`src/rtl/spi_arbiter.sv`:
```
// Round-robin scheduler sharing one SPI master among NREQ byte-transfer requesters.
// Arbitrates in IDLE, drives the master, waits a fixed shift time, returns the received byte.
module spi_arbiter #(
   parameter int NREQ        = 3,
   parameter int XFER_CYCLES = 10
) (
   input  logic              clk,
   input  logic              reset,
   input  logic [NREQ-1:0]   req,
   input  logic [NREQ*8-1:0] req_data,
   input  logic [NREQ*2-1:0] req_slave,
   output logic [NREQ-1:0]   gnt,
   output logic [NREQ-1:0]   done,
   output logic              err,
   output logic [7:0]        rsp_data,
   output logic              busy,
   output logic              start,
   output logic [1:0]        slaveSelect,
   output logic [7:0]        masterDataToSend,
   input  logic [7:0]        masterDataReceived
);
   localparam int PW = (NREQ > 1) ? $clog2(NREQ) : 1;
   localparam int CW = (XFER_CYCLES > 1) ? $clog2(XFER_CYCLES) : 1;
   localparam logic [NREQ-1:0] ONE = NREQ'(1);

   typedef enum logic [2:0] {S_IDLE, S_LOAD, S_START, S_XFER, S_ERR, S_DONE} state_t;

   state_t          state_q;
   logic [PW-1:0]   ptr_q, win_q, win_d;
   logic [CW-1:0]   cnt_q;
   logic [NREQ-1:0] gnt_q, done_q;
   logic            err_q, busy_q, start_q;
   logic [7:0]      rsp_q, mdts_q;
   logic [1:0]      ss_q;
   logic            win_vld_d;
   logic [1:0]      slave_d;
   logic [7:0]      data_d;
   int              idx;

   // Scan from the farthest position back toward ptr so the nearest set bit wins last.
   always_comb begin
      win_vld_d = 1'b0;
      win_d     = '0;
      idx       = 0;
      for (int k = NREQ - 1; k >= 0; k--) begin
         idx = (int'(ptr_q) + k) % NREQ;
         if (req[idx]) begin
            win_vld_d = 1'b1;
            win_d     = PW'(idx);
         end
      end
   end

   assign slave_d = req_slave[{win_d, 1'b0} +: 2];
   assign data_d  = req_data[{win_d, 3'b000} +: 8];

   always_ff @(posedge clk or posedge reset) begin
      if (reset) begin
         state_q <= S_IDLE;
         ptr_q   <= '0;
         win_q   <= '0;
         cnt_q   <= '0;
         gnt_q   <= '0;
         done_q  <= '0;
         err_q   <= 1'b0;
         busy_q  <= 1'b0;
         start_q <= 1'b0;
         rsp_q   <= '0;
         mdts_q  <= '0;
         ss_q    <= '0;
      end else begin
         case (state_q)
            S_IDLE: if (win_vld_d) begin
               win_q  <= win_d;
               gnt_q  <= ONE << win_d;
               busy_q <= 1'b1;
               if (slave_d == 2'd3) begin
                  state_q <= S_ERR;
               end else begin
                  ss_q    <= slave_d;
                  mdts_q  <= data_d;
                  state_q <= S_LOAD;
               end
            end
            S_LOAD: begin
               start_q <= 1'b1;
               state_q <= S_START;
            end
            S_START: begin
               start_q <= 1'b0;
               cnt_q   <= '0;
               state_q <= S_XFER;
            end
            S_XFER: begin
               if (cnt_q == CW'(XFER_CYCLES - 1)) begin
                  rsp_q   <= masterDataReceived;
                  done_q  <= gnt_q;
                  state_q <= S_DONE;
               end else begin
                  cnt_q <= cnt_q + 1'b1;
               end
            end
            // Rejected request: master untouched, report the error one cycle after grant.
            S_ERR: begin
               rsp_q   <= '0;
               done_q  <= gnt_q;
               err_q   <= 1'b1;
               state_q <= S_DONE;
            end
            S_DONE: begin
               done_q  <= '0;
               err_q   <= 1'b0;
               gnt_q   <= '0;
               busy_q  <= 1'b0;
               ptr_q   <= (win_q == PW'(NREQ - 1)) ? '0 : win_q + 1'b1;
               state_q <= S_IDLE;
            end
            default: state_q <= S_IDLE;
         endcase
      end
   end

   assign gnt              = gnt_q;
   assign done             = done_q;
   assign err              = err_q;
   assign rsp_data         = rsp_q;
   assign busy             = busy_q;
   assign start            = start_q;
   assign slaveSelect      = ss_q;
   assign masterDataToSend = mdts_q;
endmodule
```
`config.mk`:
```
export PLATFORM = sky130hd
export DESIGN_NAME = spi_arbiter
export DESIGN_NICKNAME = d
export VERILOG_FILES = /design/src/rtl/spi_arbiter.sv
export SDC_FILE = /design/constraint.sdc
export NUM_CORES = 1
export LEC_CHECK = 0
export ABC_CLOCK_PERIOD_IN_PS = 2900
export CAP_MARGIN = 20
export CORE_ASPECT_RATIO = 0.5
export CORE_MARGIN = 4
export CORE_UTILIZATION = 30
export DETAILED_ROUTE_END_ITERATION = 8
export GPL_ROUTABILITY_DRIVEN = 0
export PLACE_DENSITY = 0.58
export SYNTH_ARGS = -nofsm -noshare
export SYNTH_HDL_FRONTEND = slang
export SYNTH_SLANG_ARGS = --single-unit
```
`constraint.sdc`:
```
create_clock -name clk -period 2.9 [get_ports clk]
set_clock_uncertainty 0.1 [all_clocks]
set_input_delay 0.435 -clock clk [delete_from_list [all_inputs] [get_ports clk]]
set_output_delay 0.435 -clock clk [all_outputs]
set_load 0.01 [all_outputs]
```
==> run_summary.xml, run 1 <==
<?xml version="1.0" encoding="UTF-8"?>
<metrics>
  <group name="outcome">
    <metric name="result_of_the_run" unit="">finished clean</metric>
  </group>
  <group name="final_layout">
    <metric name="final_net_count" unit="">343</metric>
    <metric name="ratio_of_cells_with_drive_above_1_in_the_final_layout" unit="%">11.5</metric>
    <metric name="instances_no_fill" unit="">387</metric>
    <metric name="area_delta_synth_final" unit="%">45.0</metric>
    <metric name="final_core_area_utilization" unit="%">45.6</metric>
    <metric name="diodes" unit="">0</metric>
  </group>
  <group name="pwr">
    <metric name="cellPowerDensity" unit="nW/um^2">1070</metric>
    <metric name="intPower" unit="W">0.00205</metric>
    <metric name="netSwitchingFraction" unit="%">38.5</metric>
    <metric name="power.ir.vdd_worst" unit="mV">0.426</metric>
    <metric name="power_leakage" unit="nW">1.34</metric>
    <metric name="totalPowerFinal" unit="W">0.00333</metric>
    <metric name="p_sw" unit="W">0.00128</metric>
    <metric name="seq_power_share" unit="%">30.3</metric>
    <metric name="share_clk_of_total_power" unit="%">15.3</metric>
    <metric name="power_frac_comb" unit="%">54.4</metric>
  </group>
  <group name="clock_tree">
    <metric name="cts.sink_count" unit="">38</metric>
    <metric name="clk_pin_slew" unit="ns">0.05</metric>
    <metric name="clk_latency" unit="ns">0.28</metric>
    <metric name="cts_made_buffers" unit="">5</metric>
    <metric name="postcts_resize_cnt" unit="">0</metric>
    <metric name="postCtsHoldBufs" unit="">0</metric>
    <metric name="deepest_clock_path_buffer_count" unit="">2</metric>
    <metric name="cts_tree" unit="">yes</metric>
    <metric name="cts_htree_levels" unit="">2</metric>
    <metric name="post-cts-setup-buffers" unit="">0</metric>
    <metric name="cts.root.buffer_cell" unit="">sky130_fd_sc_hd__clkbuf_16</metric>
  </group>
  <group name="critical_path">
    <metric name="path_common_cell" unit="">sky130_fd_sc_hd__mux2_2</metric>
    <metric name="worst-setup-path-type" unit="">reg -&gt; reg</metric>
    <metric name="ff2ff_setup_slack" unit="ns">0.19</metric>
    <metric name="worstRegToRegCells" unit="">9</metric>
    <metric name="timing.critical_path.from" unit="">ptr_q[1]</metric>
    <metric name="r2r-start" unit="">ptr_q[1]</metric>
    <metric name="endpoint_of_the_most_critical_register_to_register_path" unit="">slaveSelect[1]</metric>
    <metric name="maximum_fanout_count_along_the_critical_path" unit="">11</metric>
    <metric name="end_kind" unit="">flop</metric>
    <metric name="critical_path_arrival" unit="ns">2.78</metric>
    <metric name="crit_required" unit="ns">2.97</metric>
    <metric name="crit_end" unit="">slaveSelect[1]</metric>
    <metric name="cpMaxStageDelayCell" unit="">sky130_fd_sc_hd__dfrtp_1</metric>
    <metric name="critPathMaxStageDelay" unit="ns">0.41</metric>
    <metric name="critical_path.cell_chain" unit="">inv_1 &gt; ha_1 &gt; mux2_2 &gt; mux2_2 &gt; o41ai_2 &gt; buf_4 &gt; a21oi_1 &gt; o21a_1 &gt; o21ba_2</metric>
    <metric name="critical_path.startpoint_type" unit="">flop</metric>
  </group>
  <group name="synth">
    <metric name="yosysSeqAreaShare" unit="%">44.4</metric>
    <metric name="synth_ff_type" unit="">sky130_fd_sc_hd__dfrtp_1</metric>
    <metric name="ys_async_rst_share" unit="%">100</metric>
    <metric name="synthCells" unit="">220</metric>
    <metric name="syn-mean-instance-area" unit="um^2">9.74</metric>
    <metric name="postSynthRegisterBits" unit="">38</metric>
    <metric name="post_synth_instance_area" unit="um^2">2140</metric>
    <metric name="yosysWarnings" unit="">0</metric>
    <metric name="synth_nets" unit="">268</metric>
    <metric name="synth_cell_types" unit="">48</metric>
    <metric name="number_of_flops_mapped_to_enable_cells_by_yosys" unit="">0</metric>
  </group>
  <group name="route">
    <metric name="number_of_routed_nets_with_antenna_violations" unit="">0</metric>
    <metric name="routed_length_per_placed_instance" unit="um">14.9</metric>
    <metric name="wirelength" unit="um">5780</metric>
    <metric name="vias" unit="">1892</metric>
    <metric name="drt-pass1-iter-count" unit="">4</metric>
    <metric name="detail_route.iter0.violations" unit="">82</metric>
    <metric name="avgViaCountPerCell" unit="">4.89</metric>
    <metric name="drt_drc_violations_left" unit="">0</metric>
  </group>
  <group name="floorplan">
    <metric name="die_width" unit="um">128</metric>
    <metric name="area_of_the_core_region" unit="um^2">6810</metric>
    <metric name="floorplan.rows" unit="">21</metric>
    <metric name="floorplan.initialDensity" unit="%">31.5</metric>
    <metric name="top_level_ports" unit="">70</metric>
    <metric name="floorplan.die_area" unit="um^2">8640</metric>
    <metric name="die_height" unit="um">67.8</metric>
  </group>
  <group name="timing">
    <metric name="setup_repair_after_global_routing_missed_its_margin" unit="">no</metric>
    <metric name="final.setup.tns" unit="ns">0</metric>
    <metric name="achievable-frequency" unit="GHz">0.369</metric>
    <metric name="timing_worst_slew_pin_value" unit="ns">0.653</metric>
    <metric name="layout_worst_path_cycle_share" unit="%">93.5</metric>
    <metric name="report.final.hold_viol_count" unit="">0</metric>
    <metric name="setup_viol_count_final" unit="">0</metric>
    <metric name="count_of_pins_over_their_slew_limit" unit="">0</metric>
    <metric name="whs" unit="ns">0.376</metric>
    <metric name="post-route-min-period" unit="ns">2.71</metric>
    <metric name="timing.slew.headroom" unit="%">56.3</metric>
  </group>
  <group name="placed_design">
    <metric name="dp_cells" unit="">380</metric>
    <metric name="portBuffers" unit="">69</metric>
    <metric name="detailedPlacementHpwl" unit="um">4370</metric>
  </group>
  <group name="global_route">
    <metric name="grt_start_max_net_pins" unit="">39</metric>
    <metric name="grt_antenna_before_repair" unit="">0</metric>
    <metric name="global_route_wire_length_before_repair" unit="um">9250</metric>
    <metric name="grt_pass1_vias" unit="">1913</metric>
    <metric name="grt_use_total" unit="%">13.5</metric>
    <metric name="grt_overflow_total" unit="">0</metric>
  </group>
  <group name="hold_path">
    <metric name="min-delay-path-class" unit="">reg -&gt; reg</metric>
  </group>
  <group name="flow_run">
    <metric name="cap_viol_max_count" unit="">0</metric>
  </group>
</metrics>
-- critical path: cells and delay by family (launching register included) --
family	cells	cell delay [ns]
compound gates	4	0.78
mux	2	0.66
buf+inv	2	0.32
fa+ha+maj	1	0.32
flops	1	0.41
-- registers in the layout, summed over array words and instances, names as in the netlist, 3 cells and up --
register and flops:
cnt_q 4, done 3, gnt 3, masterDataToSend 8, rsp_data 8, state_q 3
-- final cells by class --
cell class	count	area, um^2
fillers	664	3700
well taps	92	115
inverters	7	26.3
multi-input cells	165	1120
repair buffers	78	758
flip-flops and latches	38	951
clock buffers	7	133
-- synthesized netlist by cell type (2+ instances only) --
cell	count	area share [%]
sky130_fd_sc_hd__mux2_2	10	5.3
sky130_fd_sc_hd__o21ai_0	18	4.2
sky130_fd_sc_hd__ha_1	5	2.9
sky130_fd_sc_hd__o31ai_1	2	0.70
sky130_fd_sc_hd__nor3_1	2	0.47
sky130_fd_sc_hd__and3_1	3	0.88
sky130_fd_sc_hd__nand3_1	3	0.70
sky130_fd_sc_hd__o211ai_1	3	1.1
sky130_fd_sc_hd__o21ba_2	2	0.93
sky130_fd_sc_hd__nor2_1	16	2.8
sky130_fd_sc_hd__clkbuf_1	4	0.70
sky130_fd_sc_hd__a21oi_1	6	1.4
sky130_fd_sc_hd__nand2b_1	2	0.58
sky130_fd_sc_hd__o21a_1	2	0.70
sky130_fd_sc_hd__buf_2	2	0.47
sky130_fd_sc_hd__dfrtp_1	38	44
sky130_fd_sc_hd__mux2i_1	18	8.4
sky130_fd_sc_hd__nand2_1	37	6.5
sky130_fd_sc_hd__a221oi_1	8	3.3
sky130_fd_sc_hd__nor2b_1	3	0.88
sky130_fd_sc_hd__buf_1	2	0.35
sky130_fd_sc_hd__a21o_1	3	1.1
sky130_fd_sc_hd__inv_1	6	1.1
-- power by group through the flow --
stage	registers [W]	logic (W)	clock network (W)
finish	0.00101	0.00181	0.000510
global route	0.00105	0.00200	0.000550
CTS	0.00102	0.00182	0.000520
detailed placement	0.00101	0.00182	0
global placement	0.00101	0.00177	0
floorplan	0.00104	0.00105	0
-- cells by family (layout without fill, tap and decap cells) --
| family | Yosys count | count (layout) | share of synthesized area, % |
|---|---|---|---|
| adders and majority gates | 5 | 5 | 2.92 |
| DFF | 38 | 38 | 44.4 |
| muxes | 28 | 28 | 13.7 |
| AOI/OAI and AO/OA | 56 | 56 | 19.0 |
| xor gates and xnor gates | 2 | 2 | 0.818 |
| buffers and inverters | 17 | 92 | 3.33 |
| and+or+nand+nor | 74 | 74 | 15.9 |
-- metrics by stage --
stage                     area (um^2)  worst slack, ns
after CTS                        3100            0.164
after floorplan                  2140            0.341
final                            3110            0.188
after detailed placement         2970           0.0531
after global placement           2970           0.0807
after global routing             3110           0.0226
-- placed cells by master (no fill, tap or decap), types with 4 or more instances in the layout --
cell type	count
sky130_fd_sc_hd__ha_1	4
sky130_fd_sc_hd__mux2_2	10
sky130_fd_sc_hd__dfrtp_1	38
sky130_fd_sc_hd__inv_1	6
sky130_fd_sc_hd__clkdlybuf4s50_1	69
sky130_fd_sc_hd__nor2_1	16
sky130_fd_sc_hd__a21oi_1	6
sky130_fd_sc_hd__o21ai_0	18
sky130_fd_sc_hd__nand2_1	37
sky130_fd_sc_hd__a221oi_1	8
sky130_fd_sc_hd__mux2i_1	18
sky130_fd_sc_hd__clkbuf_16	5
sky130_fd_sc_hd__buf_4	9
-- routing by layer --
layer / track usage, % / wire, um / up-vias
met5: 0 / 0 / -
met4: 4.81 / 80 / 0
met3: 4.03 / 257 / 7
met2: 22.1 / 2740 / 41
met1: 17.2 / 2700 / 904
li1: - / - / 940
-- how the worst min path moves through the flow --
stage | to | cells after the start | from
floorplan | ptr_q[0] | 1 | win_q[1]
global placement | err | 2 | err
detailed placement | err | 2 | err
CTS | ptr_q[0] | 1 | win_q[0]
global route | ptr_q[0] | 1 | win_q[0]
finish | err | 2 | err
Power figures use the tool's default switching activity.
==> run 2: changes to the inputs <==
Settings changed: CORE_UTILIZATION 30 to 46, PLACE_DENSITY 0.58 to 0.82.
==> run_summary.xml, run 2 (synthesis results as in run 1) <==
<?xml version="1.0" encoding="UTF-8"?>
<metrics>
  <group name="global_route">
    <metric name="global_route_wire_length_before_repair" unit="um">8910</metric>
    <metric name="grt_use_total" unit="%">18.6</metric>
    <metric name="grt_overflow_total" unit="">0</metric>
    <metric name="grt_start_max_net_pins" unit="">39</metric>
    <metric name="grt_antenna_before_repair" unit="">0</metric>
    <metric name="grt_pass1_vias" unit="">1890</metric>
  </group>
  <group name="flow_run">
    <metric name="cap_viol_max_count" unit="">0</metric>
  </group>
  <group name="placed_design">
    <metric name="portBuffers" unit="">69</metric>
    <metric name="placedInstanceArea" unit="um^2">2910</metric>
    <metric name="detailedPlacementHpwl" unit="um">4080</metric>
    <metric name="dp_cells" unit="">343</metric>
    <metric name="dpl_worst_slack" unit="ns">0.0427</metric>
  </group>
  <group name="pwr">
    <metric name="power.ir.vdd_worst" unit="mV">0.509</metric>
    <metric name="totalPowerFinal" unit="W">0.00316</metric>
    <metric name="power_leakage" unit="nW">1.32</metric>
    <metric name="cellPowerDensity" unit="nW/um^2">1050</metric>
  </group>
  <group name="clock_tree">
    <metric name="post-cts-setup-buffers" unit="">0</metric>
    <metric name="cts.sink_count" unit="">38</metric>
    <metric name="clk_pin_slew" unit="ns">0.08</metric>
    <metric name="cts_made_buffers" unit="">5</metric>
    <metric name="cts_htree_levels" unit="">2</metric>
    <metric name="postCtsHoldBufs" unit="">0</metric>
    <metric name="cts_tree" unit="">yes</metric>
    <metric name="deepest_clock_path_buffer_count" unit="">2</metric>
    <metric name="clk_latency" unit="ns">0.29</metric>
    <metric name="postcts_resize_cnt" unit="">0</metric>
    <metric name="cts.root.buffer_cell" unit="">sky130_fd_sc_hd__clkbuf_8</metric>
  </group>
  <group name="route">
    <metric name="wirelength" unit="um">5300</metric>
    <metric name="detailroute.wirelength.met2" unit="um">2680</metric>
    <metric name="route.met3.wl" unit="um">232</metric>
    <metric name="drt-pass1-iter-count" unit="">4</metric>
    <metric name="drt_drc_violations_left" unit="">0</metric>
    <metric name="detail_route.iter0.violations" unit="">82</metric>
    <metric name="number_of_routed_nets_with_antenna_violations" unit="">0</metric>
    <metric name="avgViaCountPerCell" unit="">5.48</metric>
    <metric name="routed_length_per_placed_instance" unit="um">15.1</metric>
    <metric name="maxUsedRoutingLayer" unit="">met4</metric>
    <metric name="vias" unit="">1922</metric>
    <metric name="wl_met1" unit="um">2330</metric>
  </group>
  <group name="critical_path">
    <metric name="end_kind" unit="">flop</metric>
    <metric name="maximum_fanout_count_along_the_critical_path" unit="">8</metric>
    <metric name="worst-setup-path-type" unit="">reg -&gt; reg</metric>
    <metric name="critical_path_arrival" unit="ns">2.81</metric>
    <metric name="critical_path.startpoint_type" unit="">flop</metric>
    <metric name="crit_required" unit="ns">2.97</metric>
  </group>
  <group name="timing">
    <metric name="achievable-frequency" unit="GHz">0.365</metric>
    <metric name="timing_worst_slew_pin_value" unit="ns">0.587</metric>
    <metric name="layout_worst_path_cycle_share" unit="%">94.5</metric>
    <metric name="post-route-min-period" unit="ns">2.74</metric>
    <metric name="report.final.hold_viol_count" unit="">0</metric>
    <metric name="final.setup.tns" unit="ns">0</metric>
    <metric name="timing.slew.headroom" unit="%">60.8</metric>
    <metric name="setup_slack" unit="ns">0.159</metric>
    <metric name="setup_repair_after_global_routing_missed_its_margin" unit="">no</metric>
    <metric name="count_of_pins_over_their_slew_limit" unit="">0</metric>
    <metric name="setup_viol_count_final" unit="">0</metric>
  </group>
  <group name="final_layout">
    <metric name="ratio_of_cells_with_drive_above_1_in_the_final_layout" unit="%">11.2</metric>
    <metric name="final_net_count" unit="">341</metric>
    <metric name="most_common_cell_after_layout_fill_and_taps_aside" unit="">sky130_fd_sc_hd__clkdlybuf4s50_1</metric>
    <metric name="final_design_area_excluding_fillers" unit="um^2">3000</metric>
    <metric name="diodes" unit="">0</metric>
    <metric name="area_delta_synth_final" unit="%">40.2</metric>
    <metric name="final_cell_mix" unit="">69 x sky130_fd_sc_hd__clkdlybuf4s50_1, 38 x sky130_fd_sc_hd__dfrtp_1, 37 x sky130_fd_sc_hd__nand2_1, 18 x sky130_fd_sc_hd__mux2i_1, 18 x sky130_fd_sc_hd__o21ai_0</metric>
    <metric name="instances_no_fill" unit="">351</metric>
  </group>
  <group name="floorplan">
    <metric name="floorplan.rows" unit="">17</metric>
    <metric name="top_level_ports" unit="">70</metric>
    <metric name="floorplan.die_area" unit="um^2">5880</metric>
    <metric name="die_width" unit="um">105</metric>
    <metric name="die_height" unit="um">56.3</metric>
    <metric name="floorplan.initialDensity" unit="%">48.2</metric>
    <metric name="area_of_the_core_region" unit="um^2">4450</metric>
  </group>
  <group name="outcome">
    <metric name="result_of_the_run" unit="">finished clean</metric>
  </group>
  <group name="hold_path">
    <metric name="min-delay-path-class" unit="">reg -&gt; reg</metric>
  </group>
</metrics>
run 2: cell types whose count changed in the layout (fill, tap and decap cells not counted), sizes merged:
cell	delta
buf	-2
clkinv	+1
run 2: critical path, stage by stage, from the launching register on:
cell	delay, ns
sky130_fd_sc_hd__dfrtp_1	0.38
sky130_fd_sc_hd__inv_1	0.07
sky130_fd_sc_hd__ha_1	0.41
sky130_fd_sc_hd__nand2_1	0.11
sky130_fd_sc_hd__or4b_4	0.51
sky130_fd_sc_hd__a21oi_2	0.19
sky130_fd_sc_hd__mux2i_1	0.15
sky130_fd_sc_hd__a21boi_4	0.32
sky130_fd_sc_hd__mux2_2	0.38
run 2: final cells by class:
type	instances	area [um^2]
Fill cell	354	1440
Multi-Input combinational cell	165	1120
Sequential cell	38	951
Timing Repair Buffer	76	743
Clock buffer	7	86.3
Tap cell	57	71.3
Inverter	7	26.3
Clock inverter	1	5.00
run 2: final timing paths:
path	start	endpoint	slack, ns	depth (start not counted)
max in group asynchronous	reset	slaveSelect[0]	1.90	3
min in group asynchronous	reset	gnt[2]	0.46	3
min reg2reg	busy	busy	0.39	2
max reg2reg	ptr_q[0]	masterDataToSend[3]	0.16	8
max	ptr_q[0]	masterDataToSend[3]	0.16	8
min	busy	busy	0.39	2
run 2: metrics by stage:
step / hold slack (ns) / utilization (%)
global route: 0.415 / 67.5
finish: 0.388 / 67.5
global placement: 0.366 / 65.5
detailed placement: 0.376 / 65.5
floorplan: 0.348 / -
CTS: 0.393 / 67.5
run 2: where the power goes:
group | internal [W] | switching (W) | total (W)
sequential | 0.000792 | 0.000235 | 0.00103
combinational | 0.000922 | 0.000837 | 0.00176
clock | 0.000192 | 0.000180 | 0.000372
total | 0.00191 | 0.00125 | 0.00316
run 2: per-layer routing:
layer  global-route usage [%]  vias up
met5                        0        -
met4                     4.36        0
met3                     4.25        7
met2                     32.5       43
met1                     23.6      935
li1                         -      937
==> run 3: changes to the inputs <==
Settings changed: CORE_ASPECT_RATIO 0.5 to unset.
==> run_summary.xml, run 3 (synthesis results as in run 1) <==
<?xml version="1.0" encoding="UTF-8"?>
<metrics>
  <group name="timing">
    <metric name="timing.slew.headroom" unit="%">60.1</metric>
    <metric name="report.final.hold_viol_count" unit="">0</metric>
    <metric name="setup_viol_count_final" unit="">0</metric>
    <metric name="count_of_pins_over_their_slew_limit" unit="">0</metric>
    <metric name="timing_worst_slew_pin_value" unit="ns">0.596</metric>
    <metric name="layout_worst_path_cycle_share" unit="%">94.7</metric>
    <metric name="achievable-frequency" unit="GHz">0.364</metric>
    <metric name="final.setup.tns" unit="ns">0</metric>
    <metric name="post-route-min-period" unit="ns">2.75</metric>
    <metric name="setup_repair_after_global_routing_missed_its_margin" unit="">no</metric>
  </group>
  <group name="pwr">
    <metric name="power.ir.vdd_worst" unit="mV">0.610</metric>
    <metric name="power_leakage" unit="nW">1.32</metric>
    <metric name="cellPowerDensity" unit="nW/um^2">1050</metric>
  </group>
  <group name="route">
    <metric name="avgViaCountPerCell" unit="">5.47</metric>
    <metric name="detail_route.iter0.violations" unit="">172</metric>
    <metric name="vias" unit="">1892</metric>
    <metric name="maxUsedRoutingLayer" unit="">met4</metric>
    <metric name="wl_met1" unit="um">2240</metric>
    <metric name="routed_length_per_placed_instance" unit="um">14.7</metric>
    <metric name="wirelength" unit="um">5100</metric>
    <metric name="drt-pass1-iter-count" unit="">4</metric>
    <metric name="detailroute.wirelength.met2" unit="um">2410</metric>
    <metric name="route.met3.wl" unit="um">372</metric>
    <metric name="drt_drc_violations_left" unit="">0</metric>
    <metric name="number_of_routed_nets_with_antenna_violations" unit="">0</metric>
  </group>
  <group name="hold_path">
    <metric name="holdPathEnd" unit="">busy</metric>
    <metric name="min-delay-path-class" unit="">reg -&gt; reg</metric>
    <metric name="worstHoldPathCells" unit="">2</metric>
    <metric name="min_from" unit="">busy</metric>
  </group>
  <group name="critical_path">
    <metric name="end_kind" unit="">flop</metric>
    <metric name="cpMaxStageDelayCell" unit="">sky130_fd_sc_hd__or4b_4</metric>
    <metric name="critical_path.startpoint_type" unit="">flop</metric>
    <metric name="crit_required" unit="ns">2.97</metric>
    <metric name="critical_path_arrival" unit="ns">2.82</metric>
    <metric name="worst-setup-path-type" unit="">reg -&gt; reg</metric>
    <metric name="worstRegToRegCells" unit="">8</metric>
    <metric name="r2r-start" unit="">ptr_q[0]</metric>
    <metric name="critPathMaxStageDelay" unit="ns">0.51</metric>
    <metric name="maximum_fanout_count_along_the_critical_path" unit="">8</metric>
    <metric name="critPathBufInv" unit="">1</metric>
    <metric name="critical_path.cell_chain" unit="">inv_1 &gt; ha_1 &gt; nand2_1 &gt; or4b_4 &gt; a21oi_2 &gt; mux2i_1 &gt; a21boi_4 &gt; mux2_2</metric>
    <metric name="crit_family" unit="">simple AND/OR/NAND/NOR gates</metric>
    <metric name="endpoint_of_the_most_critical_register_to_register_path" unit="">masterDataToSend[1]</metric>
    <metric name="worst-path-stages" unit="">8</metric>
    <metric name="ff2ff_setup_slack" unit="ns">0.15</metric>
  </group>
  <group name="global_route">
    <metric name="grt_use_total" unit="%">17.9</metric>
    <metric name="grt_start_max_net_pins" unit="">39</metric>
    <metric name="grt_overflow_total" unit="">0</metric>
    <metric name="grt_antenna_before_repair" unit="">0</metric>
    <metric name="grt_pass1_vias" unit="">1894</metric>
    <metric name="global_route_wire_length_before_repair" unit="um">8550</metric>
  </group>
  <group name="clock_tree">
    <metric name="cts.sink_count" unit="">38</metric>
    <metric name="cts_tree" unit="">yes</metric>
    <metric name="clk_latency" unit="ns">0.28</metric>
    <metric name="cts_made_buffers" unit="">5</metric>
    <metric name="clk_pin_slew" unit="ns">0.07</metric>
    <metric name="cts_htree_levels" unit="">2</metric>
    <metric name="post-cts-setup-buffers" unit="">0</metric>
    <metric name="cts.root.buffer_cell" unit="">sky130_fd_sc_hd__clkbuf_8</metric>
    <metric name="postCtsHoldBufs" unit="">0</metric>
    <metric name="deepest_clock_path_buffer_count" unit="">2</metric>
    <metric name="postcts_resize_cnt" unit="">0</metric>
  </group>
  <group name="floorplan">
    <metric name="die_width" unit="um">76.2</metric>
    <metric name="top_level_ports" unit="">70</metric>
    <metric name="die_height" unit="um">76.2</metric>
    <metric name="floorplan.rows" unit="">24</metric>
    <metric name="area_of_the_core_region" unit="um^2">4440</metric>
    <metric name="floorplan.die_area" unit="um^2">5810</metric>
    <metric name="floorplan.initialDensity" unit="%">48.2</metric>
  </group>
  <group name="final_layout">
    <metric name="final_cell_mix" unit="">69 x sky130_fd_sc_hd__clkdlybuf4s50_1, 38 x sky130_fd_sc_hd__dfrtp_1, 37 x sky130_fd_sc_hd__nand2_1, 18 x sky130_fd_sc_hd__mux2i_1, 18 x sky130_fd_sc_hd__o21ai_0</metric>
    <metric name="diodes" unit="">0</metric>
    <metric name="ratio_of_cells_with_drive_above_1_in_the_final_layout" unit="%">11.6</metric>
    <metric name="final_design_area_excluding_fillers" unit="um^2">3000</metric>
    <metric name="most_common_cell_after_layout_fill_and_taps_aside" unit="">sky130_fd_sc_hd__clkdlybuf4s50_1</metric>
    <metric name="final_net_count" unit="">341</metric>
    <metric name="area_delta_synth_final" unit="%">40.2</metric>
    <metric name="final_core_area_utilization" unit="%">67.6</metric>
  </group>
  <group name="outcome">
    <metric name="result_of_the_run" unit="">finished clean</metric>
  </group>
  <group name="flow_run">
    <metric name="cap_viol_max_count" unit="">0</metric>
  </group>
  <group name="placed_design">
    <metric name="portBuffers" unit="">69</metric>
    <metric name="placedInstanceArea" unit="um^2">2910</metric>
    <metric name="detailedPlacementHpwl" unit="um">3970</metric>
  </group>
</metrics>
[run 3: cell counts in the layout (fill, tap and decap cells not counted)]
Identical to the previous run, type by type.
[run 3: tightest hold or removal path, stage by stage (launching register included)]
cell and delay, ns:
sky130_fd_sc_hd__dfrtp_1 0.35, sky130_fd_sc_hd__nand2_1 0.05, sky130_fd_sc_hd__nand2_1 0.05
[run 3: cell type report]
| class | instances | area, um^2 |
|---|---|---|
| clock inverter | 1 | 5.00 |
| timing repair buffer | 76 | 743 |
| clock buffer | 7 | 86.3 |
| inverter | 7 | 26.3 |
| tap | 52 | 65.1 |
| fill | 379 | 1440 |
| multi-input combinational | 165 | 1130 |
| sequential | 38 | 951 |
[run 3: worst max path at each step]
stage	startpoint	to	slack [ns]
4_1_cts	ptr_q[0]	masterDataToSend[1]	0.15
6_report	ptr_q[0]	masterDataToSend[1]	0.15
2_1_floorplan	ptr_q[0]	masterDataToSend[0]	0.34
3_3_place_gp	req[2]	masterDataToSend[4]	0.11
5_1_grt	ptr_q[0]	masterDataToSend[1]	0.02
3_5_place_dp	req[2]	masterDataToSend[1]	0.06
[run 3: layer usage]
layer | up-vias | GRT usage (%)
met1 | 900 | 21.6
met4 | 0 | 5.43
met2 | 51 | 30.1
met5 | - | 0
li1 | 932 | -
met3 | 9 | 5.91
[run 3: power breakdown]
group | internal (W) | switching [W]
clock network | 0.000192 | 0.000179
logic | 0.000921 | 0.000829
registers | 0.000792 | 0.000235
[run 3: stage by stage]
step | setup slack, ns | total power [W] | instances | hold WS [ns]
finish | 0.154 | 0.00315 | 346 | 0.377
global route | 0.0225 | 0.00340 | 346 | 0.426
CTS | 0.148 | 0.00318 | 346 | 0.386
detailed placement | 0.0608 | 0.00279 | 338 | 0.370
global placement | 0.113 | 0.00273 | 338 | 0.360
floorplan | 0.341 | 0.00209 | 220 | 0.348
